--- src/rtl/cmac_tx_gate_pkg.sv ---
// cmac_tx_gate_pkg: shared types and constants for the CMAC TX gate.
package cmac_tx_gate_pkg;

  // Gate FSM states.
  typedef enum logic [1:0] {
    DROP  = 2'd0,
    PASS  = 2'd1,
    ABORT = 2'd2,
    TAIL  = 2'd3
  } gate_state_e;

  // Byte enables of the error-marked terminating beat: byte 0 only.
  localparam int ABORT_TKEEP = 1;

  // Depth of the link_aligned synchronizer.
  localparam int SYNC_STAGES = 2;

endpackage

--- src/rtl/cmac_link_settle.sv ---
// cmac_link_settle: synchronizes the asynchronous PCS alignment flag and
// asserts link_up only after it has been stable for SETTLE_CYCLES clocks.
// Any synchronized 0 clears the count, so link_up drops one clock later.
module cmac_link_settle
  import cmac_tx_gate_pkg::*;
#(
  parameter int SETTLE_CYCLES = 1024
) (
  input  logic clk,
  input  logic resetn,
  input  logic link_aligned,
  output logic link_up
);

  localparam int CW = $clog2(SETTLE_CYCLES + 1);
  localparam logic [CW-1:0] CNT_MAX = CW'(SETTLE_CYCLES);

  logic [SYNC_STAGES-1:0] sync_q;
  logic                   aligned_s;
  logic [CW-1:0]          cnt_q;
  logic [CW-1:0]          cnt_d;

  // Bring link_aligned into the clk domain.
  always_ff @(posedge clk or negedge resetn) begin
    if (!resetn) begin
      sync_q <= '0;
    end else begin
      sync_q <= {sync_q[SYNC_STAGES-2:0], link_aligned};
    end
  end

  assign aligned_s = sync_q[SYNC_STAGES-1];

  // Count consecutive aligned cycles, parking at the settle threshold.
  always_comb begin
    cnt_d = cnt_q;
    if (!aligned_s) begin
      cnt_d = '0;
    end else if (cnt_q != CNT_MAX) begin
      cnt_d = cnt_q + 1'b1;
    end
  end

  // Settle counter register.
  always_ff @(posedge clk or negedge resetn) begin
    if (!resetn) begin
      cnt_q <= '0;
    end else begin
      cnt_q <= cnt_d;
    end
  end

  assign link_up = (cnt_q == CNT_MAX);

endmodule

--- src/rtl/cmac_tx_gate.sv ---
// cmac_tx_gate: AXI4-Stream gate in front of the CMAC tx_axis port.
// Whole packets pass only while the link is settled; otherwise they are
// discarded. Losing the link mid-packet closes the CMAC-side packet with a
// one-byte, tlast=1, tuser=1 beat and swallows the rest of the input packet.
// Optional statistics counters: define CMAC_TX_GATE_STATS_EN.
module cmac_tx_gate
  import cmac_tx_gate_pkg::*;
#(
  parameter int DATA_WBITS    = 512,
  parameter int SETTLE_CYCLES = 1024,
  parameter int CNT_WBITS     = 32
) (
  input  logic                    clk,
  input  logic                    resetn,
  input  logic                    link_aligned,
  input  logic [DATA_WBITS-1:0]   axis_in_tdata,
  input  logic [DATA_WBITS/8-1:0] axis_in_tkeep,
  input  logic                    axis_in_tlast,
  input  logic                    axis_in_tvalid,
  output logic                    axis_in_tready,
  output logic [DATA_WBITS-1:0]   axis_out_tdata,
  output logic [DATA_WBITS/8-1:0] axis_out_tkeep,
  output logic                    axis_out_tlast,
  output logic                    axis_out_tuser,
  output logic                    axis_out_tvalid,
  input  logic                    axis_out_tready,
  output logic                    link_up,
  output logic [CNT_WBITS-1:0]    drop_count,
  output logic [CNT_WBITS-1:0]    abort_count
);

  localparam int KEEP_W = DATA_WBITS / 8;

  gate_state_e state_q;
  gate_state_e state_d;
  logic        in_pkt_q;
  logic        in_pkt_d;
  logic        run_q;
  logic        drop_acc;

  cmac_link_settle #(
    .SETTLE_CYCLES(SETTLE_CYCLES)
  ) u_settle (
    .clk          (clk),
    .resetn       (resetn),
    .link_aligned (link_aligned),
    .link_up      (link_up)
  );

  // run_q holds tready low while in reset so every output reads 0 there.
  always_ff @(posedge clk or negedge resetn) begin
    if (!resetn) begin
      run_q <= 1'b0;
    end else begin
      run_q <= 1'b1;
    end
  end

  // Beat accepted while dropping (DROP always offers ready once running).
  assign drop_acc = axis_in_tvalid & run_q;

  // Packet-boundary tracker on the input side.
  always_comb begin
    in_pkt_d = in_pkt_q;
    if (axis_in_tvalid && axis_in_tready) begin
      in_pkt_d = ~axis_in_tlast;
    end
  end

  // Next state and stream outputs.
  always_comb begin
    state_d         = state_q;
    axis_in_tready  = 1'b0;
    axis_out_tdata  = '0;
    axis_out_tkeep  = '0;
    axis_out_tlast  = 1'b0;
    axis_out_tuser  = 1'b0;
    axis_out_tvalid = 1'b0;
    case (state_q)
      DROP: begin
        axis_in_tready = run_q;
        // Enter PASS only on a packet boundary, including the boundary
        // created by a tlast beat discarded this very cycle.
        if (link_up) begin
          if (in_pkt_q ? (drop_acc && axis_in_tlast)
                       : !(drop_acc && !axis_in_tlast)) begin
            state_d = PASS;
          end
        end
      end
      PASS: begin
        if (!link_up && in_pkt_q &&
            !(axis_in_tvalid && axis_in_tlast && axis_out_tready)) begin
          // Link gone mid-packet and the packet cannot finish now.
          state_d = ABORT;
        end else begin
          axis_out_tdata  = axis_in_tdata;
          axis_out_tkeep  = axis_in_tkeep;
          axis_out_tlast  = axis_in_tlast;
          axis_out_tvalid = axis_in_tvalid;
          axis_in_tready  = axis_out_tready;
          if (!link_up) begin
            if (in_pkt_q) begin
              // Final beat accepted together with the link loss.
              state_d = DROP;
            end else if (!(axis_in_tvalid && axis_out_tready)) begin
              state_d = DROP;
            end
          end
        end
      end
      ABORT: begin
        axis_out_tvalid = 1'b1;
        axis_out_tkeep  = KEEP_W'(ABORT_TKEEP);
        axis_out_tlast  = 1'b1;
        axis_out_tuser  = 1'b1;
        if (axis_out_tready) begin
          state_d = TAIL;
        end
      end
      TAIL: begin
        axis_in_tready = 1'b1;
        if (axis_in_tvalid && axis_in_tlast) begin
          state_d = DROP;
        end
      end
      default: state_d = DROP;
    endcase
  end

  // FSM and packet tracker registers.
  always_ff @(posedge clk or negedge resetn) begin
    if (!resetn) begin
      state_q  <= DROP;
      in_pkt_q <= 1'b0;
    end else begin
      state_q  <= state_d;
      in_pkt_q <= in_pkt_d;
    end
  end

`ifdef CMAC_TX_GATE_STATS_EN
  logic                 drop_inc;
  logic                 abort_inc;
  logic [CNT_WBITS-1:0] drop_cnt_q;
  logic [CNT_WBITS-1:0] drop_cnt_d;
  logic [CNT_WBITS-1:0] abort_cnt_q;
  logic [CNT_WBITS-1:0] abort_cnt_d;

  // TAIL packets were already counted as aborts, so only DROP counts drops.
  assign drop_inc  = (state_q == DROP) & axis_in_tvalid & axis_in_tready & axis_in_tlast;
  assign abort_inc = (state_q == ABORT) & axis_out_tready;

  // Saturating increments.
  always_comb begin
    drop_cnt_d  = drop_cnt_q;
    abort_cnt_d = abort_cnt_q;
    if (drop_inc && (drop_cnt_q != '1)) begin
      drop_cnt_d = drop_cnt_q + 1'b1;
    end
    if (abort_inc && (abort_cnt_q != '1)) begin
      abort_cnt_d = abort_cnt_q + 1'b1;
    end
  end

  // Statistics registers.
  always_ff @(posedge clk or negedge resetn) begin
    if (!resetn) begin
      drop_cnt_q  <= '0;
      abort_cnt_q <= '0;
    end else begin
      drop_cnt_q  <= drop_cnt_d;
      abort_cnt_q <= abort_cnt_d;
    end
  end

  assign drop_count  = drop_cnt_q;
  assign abort_count = abort_cnt_q;
`else
  assign drop_count  = '0;
  assign abort_count = '0;
`endif

endmodule
--- config.mk ---
export PLATFORM = sky130hd
export DESIGN_NAME = cmac_tx_gate
export DESIGN_NICKNAME = d
export VERILOG_FILES = /design/src/rtl/cmac_tx_gate_pkg.sv /design/src/rtl/cmac_link_settle.sv /design/src/rtl/cmac_tx_gate.sv
export SDC_FILE = /design/constraint.sdc
export NUM_CORES = 1
export LEC_CHECK = 0
export CORE_AREA = 8 8 475 477
export CTS_CLUSTER_SIZE = 24
export DETAILED_ROUTE_END_ITERATION = 16
export DIE_AREA = 0 0 483 485
export GPL_TIMING_DRIVEN = 1
export PLACE_DENSITY = 0.31
export SLEW_MARGIN = 20
export SYNTH_ARGS = -nofsm -noshare
export SYNTH_HDL_FRONTEND = slang
export SYNTH_SLANG_ARGS = --single-unit
--- constraint.sdc ---
create_clock -name clk -period 3.3 [get_ports clk]
set_input_delay 0.99 -clock clk [delete_from_list [all_inputs] [get_ports clk]]
set_output_delay 0.99 -clock clk [all_outputs]
set_load 0.1 [all_outputs]
==> impl_metrics.json <==
{
  "status": "finished with violations",
  "violations": "negative setup slack",
  "yosys-top-cells-area": "and2_1 59%, buf_4 8.8%, dfrtp_1 7.7%, and3_1 7.3%, buf_6 4.7%",
  "critPathTopFamily": "buffers and inverters",
  "die-area_um2": 234000,
  "layout_setup_ws_ns": -0.282,
  "regArea_um2": 425,
  "max-slew-margin-rel_pct": 40.4,
  "critPathLaunchType": "register",
  "worstPathMaxFanout": 6,
  "drc": 0,
  "first_pass_iters": 4,
  "ys_ff_latch": 17,
  "crit_type": "register to primary output",
  "syn_to_final_growth_pct": 410,
  "die_y_um": 485,
  "synthArstFlopShare_pct": 100,
  "routed_wl_um": 194000,
  "grt_pass1_vias": 11773,
  "maxCapViolations": 0,
  "skew_ns": 0.00738,
  "rrSetupSlack_ns": 1.19,
  "cts_sinks": 17,
  "rsz0062_at_grt": "yes",
  "period_needed_ns": 3.58,
  "io_pins": 1227,
  "cp.depth": 13,
  "endpoint_kind": "primary output",
  "die_x_um": 483,
  "irDropWorstVdd_uv": 586,
  "dp_hpwl_um": 185000,
  "dpl_worst_slack_ns": -0.743,
  "syn_inst": 812,
  "grt_start_max_net_pins": 52,
  "clk_latency_ns": 0.25,
  "grt_pass1_wl_um": 224000,
  "critPathMaxStageDelay_ns": 0.39,
  "synth_edf_count": 0,
  "yosysMostFrequentCell": "and2_1",
  "vias": 11452,
  "r2r_end": "in_pkt_q",
  "start_util_pct": 2.54,
  "yosysTopAreaCell": "and2_1",
  "cts-buffers-inserted": 3,
  "ys.flop_type": "dfrtp_1",
  "hold_viol": 0,
  "portBuffers": 1162,
  "drtIter0Drc": 410,
  "htree_levels": 1,
  "critPathSlowestCell": "dfrtp_1",
  "r2r_cells": 10,
  "critPathCapture": "axis_out_tkeep[52]",
  "antenna_left": 0,
  "cts_tree": "built",
  "netlist_top_cells_count": "521 x and2_1, 65 x and3_1, 65 x buf_4, 29 x clkbuf_1, 23 x buf_6",
  "cp.required_ns": 2.31,
  "grt_antenna_before_repair": 257,
  "p_leak_nw": 10.8,
  "power_density_nw_per_um2": 1160,
  "cp.arrival_ns": 2.59,
  "nets": 2579,
  "fp-row-count": 172,
  "overflow": 0,
  "final_cell_count_no_fill": 4912,
  "tightestPinTransition_ns": 0.891,
  "cts.clk_slew.worst_paths_ns": 0.06,
  "routed_via_density": 2.33,
  "cp_num_buf_inv": 8,
  "cts_root_buffer": "clkbuf_16",
  "layout-drive-gt1-share_pct": 63.4,
  "multiInputGateArea_um2": 5320,
  "synth_cell_types": 35,
  "syn_area_um2": 5540,
  "placed_cells_incl_taps": 4830,
  "setup_viol": 576,
  "gp_congestion": 0.888,
  "final_max_slew_viol_count": 0,
  "wl_per_cell_um": 39.5,
  "avgSynthCellArea_um2": 6.83,
  "fin_crit_sh_pct": 109,
  "hold_class": "register to register",
  "crit_top_cell": "buf_12",
  "synth_seq_area_share_pct": 7.67,
  "cp_cell_sequence": "inv_2 -> ha_4 -> nor4b_4 -> nand4b_4 -> a31oi_4 -> buf_12 -> buf_16 -> buf_16 -> buf_12 -> buf_6 -> buf_6 -> and3_4 -> buf_12",
  "crit_path_start": "u_settle.cnt_q[1]",
  "coreArea_um2": 218000,
  "r2r-start": "u_settle.cnt_q[1]",
  "max_freq_ghz": 0.279,
  "track_usage_pct": 15.7,
  "ys_warn_count": 0,
  "fillerInstances": 24802,
  "yosysTopAreaCellShare_pct": 58.8,
  "cts_buffer_depth": 2
}
[layout by cell type, fill, tap and decap left out, types with 6 or more instances in the layout]
cell type / synthesis / final
buf_16: 0 / 14
nand2_1: 6 / 6
and3_2: 0 / 52
buf_4: 65 / 39
dfrtp_1: 17 / 17
and2_4: 0 / 93
clkbuf_16: 0 / 9
inv_1: 9 / 7
conb_1: 2 / 65
and2_2: 0 / 420
diode_2: 0 / 51
a21oi_1: 6 / 6
nand3_1: 7 / 6
nor2_1: 7 / 7
and3_4: 0 / 10
buf_6: 23 / 8
and2_1: 521 / 8
clkdlybuf4s50_1: 0 / 578
buf_12: 0 / 596
[timing repair]
item | 4_1_cts | 5_1_grt
pin swaps | 25 | 17
endpoints found under the setup margin | 579 | 579
gates cloned | 7 | 6
gates resized for setup | 115 | 45
hold buffers | 0 | 0
setup buffers | 11 | 4
[state kept, by name, indices dropped and copies added, names as in the netlist, named ones only]
name,flops
run_q,1
u_settle.cnt_q,11
state_q,1
in_pkt_q,1
u_settle.sync_q,2
[metrics by stage]
step	total power [mW]	util (%)	cell area, um^2	TNS [ns]	hold WS [ns]
4_1_cts	33.0	12.8	27900	-128.33	0.352
3_5_place_dp	31.7	12.5	27300	-365.48	0.337
3_3_place_gp	31.8	12.5	27300	-363.61	0.335
2_1_floorplan	17.9	-	6520	0	0.331
6_report	32.9	13.0	28300	-99.96	0.349
5_1_grt	34.1	12.9	28200	-160.16	0.372
[metal layers]
metal  track usage [%]  routed length [um]  up-vias
li1                  -                   -     4769
met4             0.700                3190       40
met1              15.2               63500     4998
met2              26.5               88200     1247
met3              14.2               38700      398
met5                 0                 256        -
[cells by family after synthesis]
group | after synthesis | synth area share, %
AND/OR/NAND/NOR | 615 | 69.1
buffers and inverters | 145 | 17.8
AO/OA/AOI/OAI | 17 | 2.33
flip-flops | 17 | 7.67
XOR/XNOR | 8 | 1.26
adder cells (fa/ha/maj) | 6 | 1.35
other | 2 | 0.135
multiplexers | 2 | 0.361
[how the worst min path moves through the flow]
stage / start / end / cells after the start
after floorplan: u_settle.sync_q[0] / u_settle.sync_q[1] / 0
after global placement: u_settle.sync_q[0] / u_settle.sync_q[1] / 0
after detailed placement: u_settle.sync_q[0] / u_settle.sync_q[1] / 0
after CTS: u_settle.sync_q[0] / u_settle.sync_q[1] / 0
after global routing: u_settle.sync_q[0] / u_settle.sync_q[1] / 0
final: u_settle.sync_q[0] / u_settle.sync_q[1] / 0
[final cells by class]
type / instances / share of cell area [%]
Tap cell: 2871 / 12.7
Clock inverter: 1 / 0.0265
Timing Repair Buffer: 1247 / 66.1
Multi-Input combinational cell: 713 / 18.8
Antenna cell: 51 / 0.451
Inverter: 9 / 0.119
Sequential cell: 17 / 1.50
Clock buffer: 3 / 0.265
[where the power goes]
part / total [mW] / switching [mW] / internal, mW
registers: 0.263 / 0.0315 / 0.231
clock network: 0.256 / 0.0926 / 0.164
logic: 32.4 / 21.5 / 10.8
(Power assumes the default switching activity.)
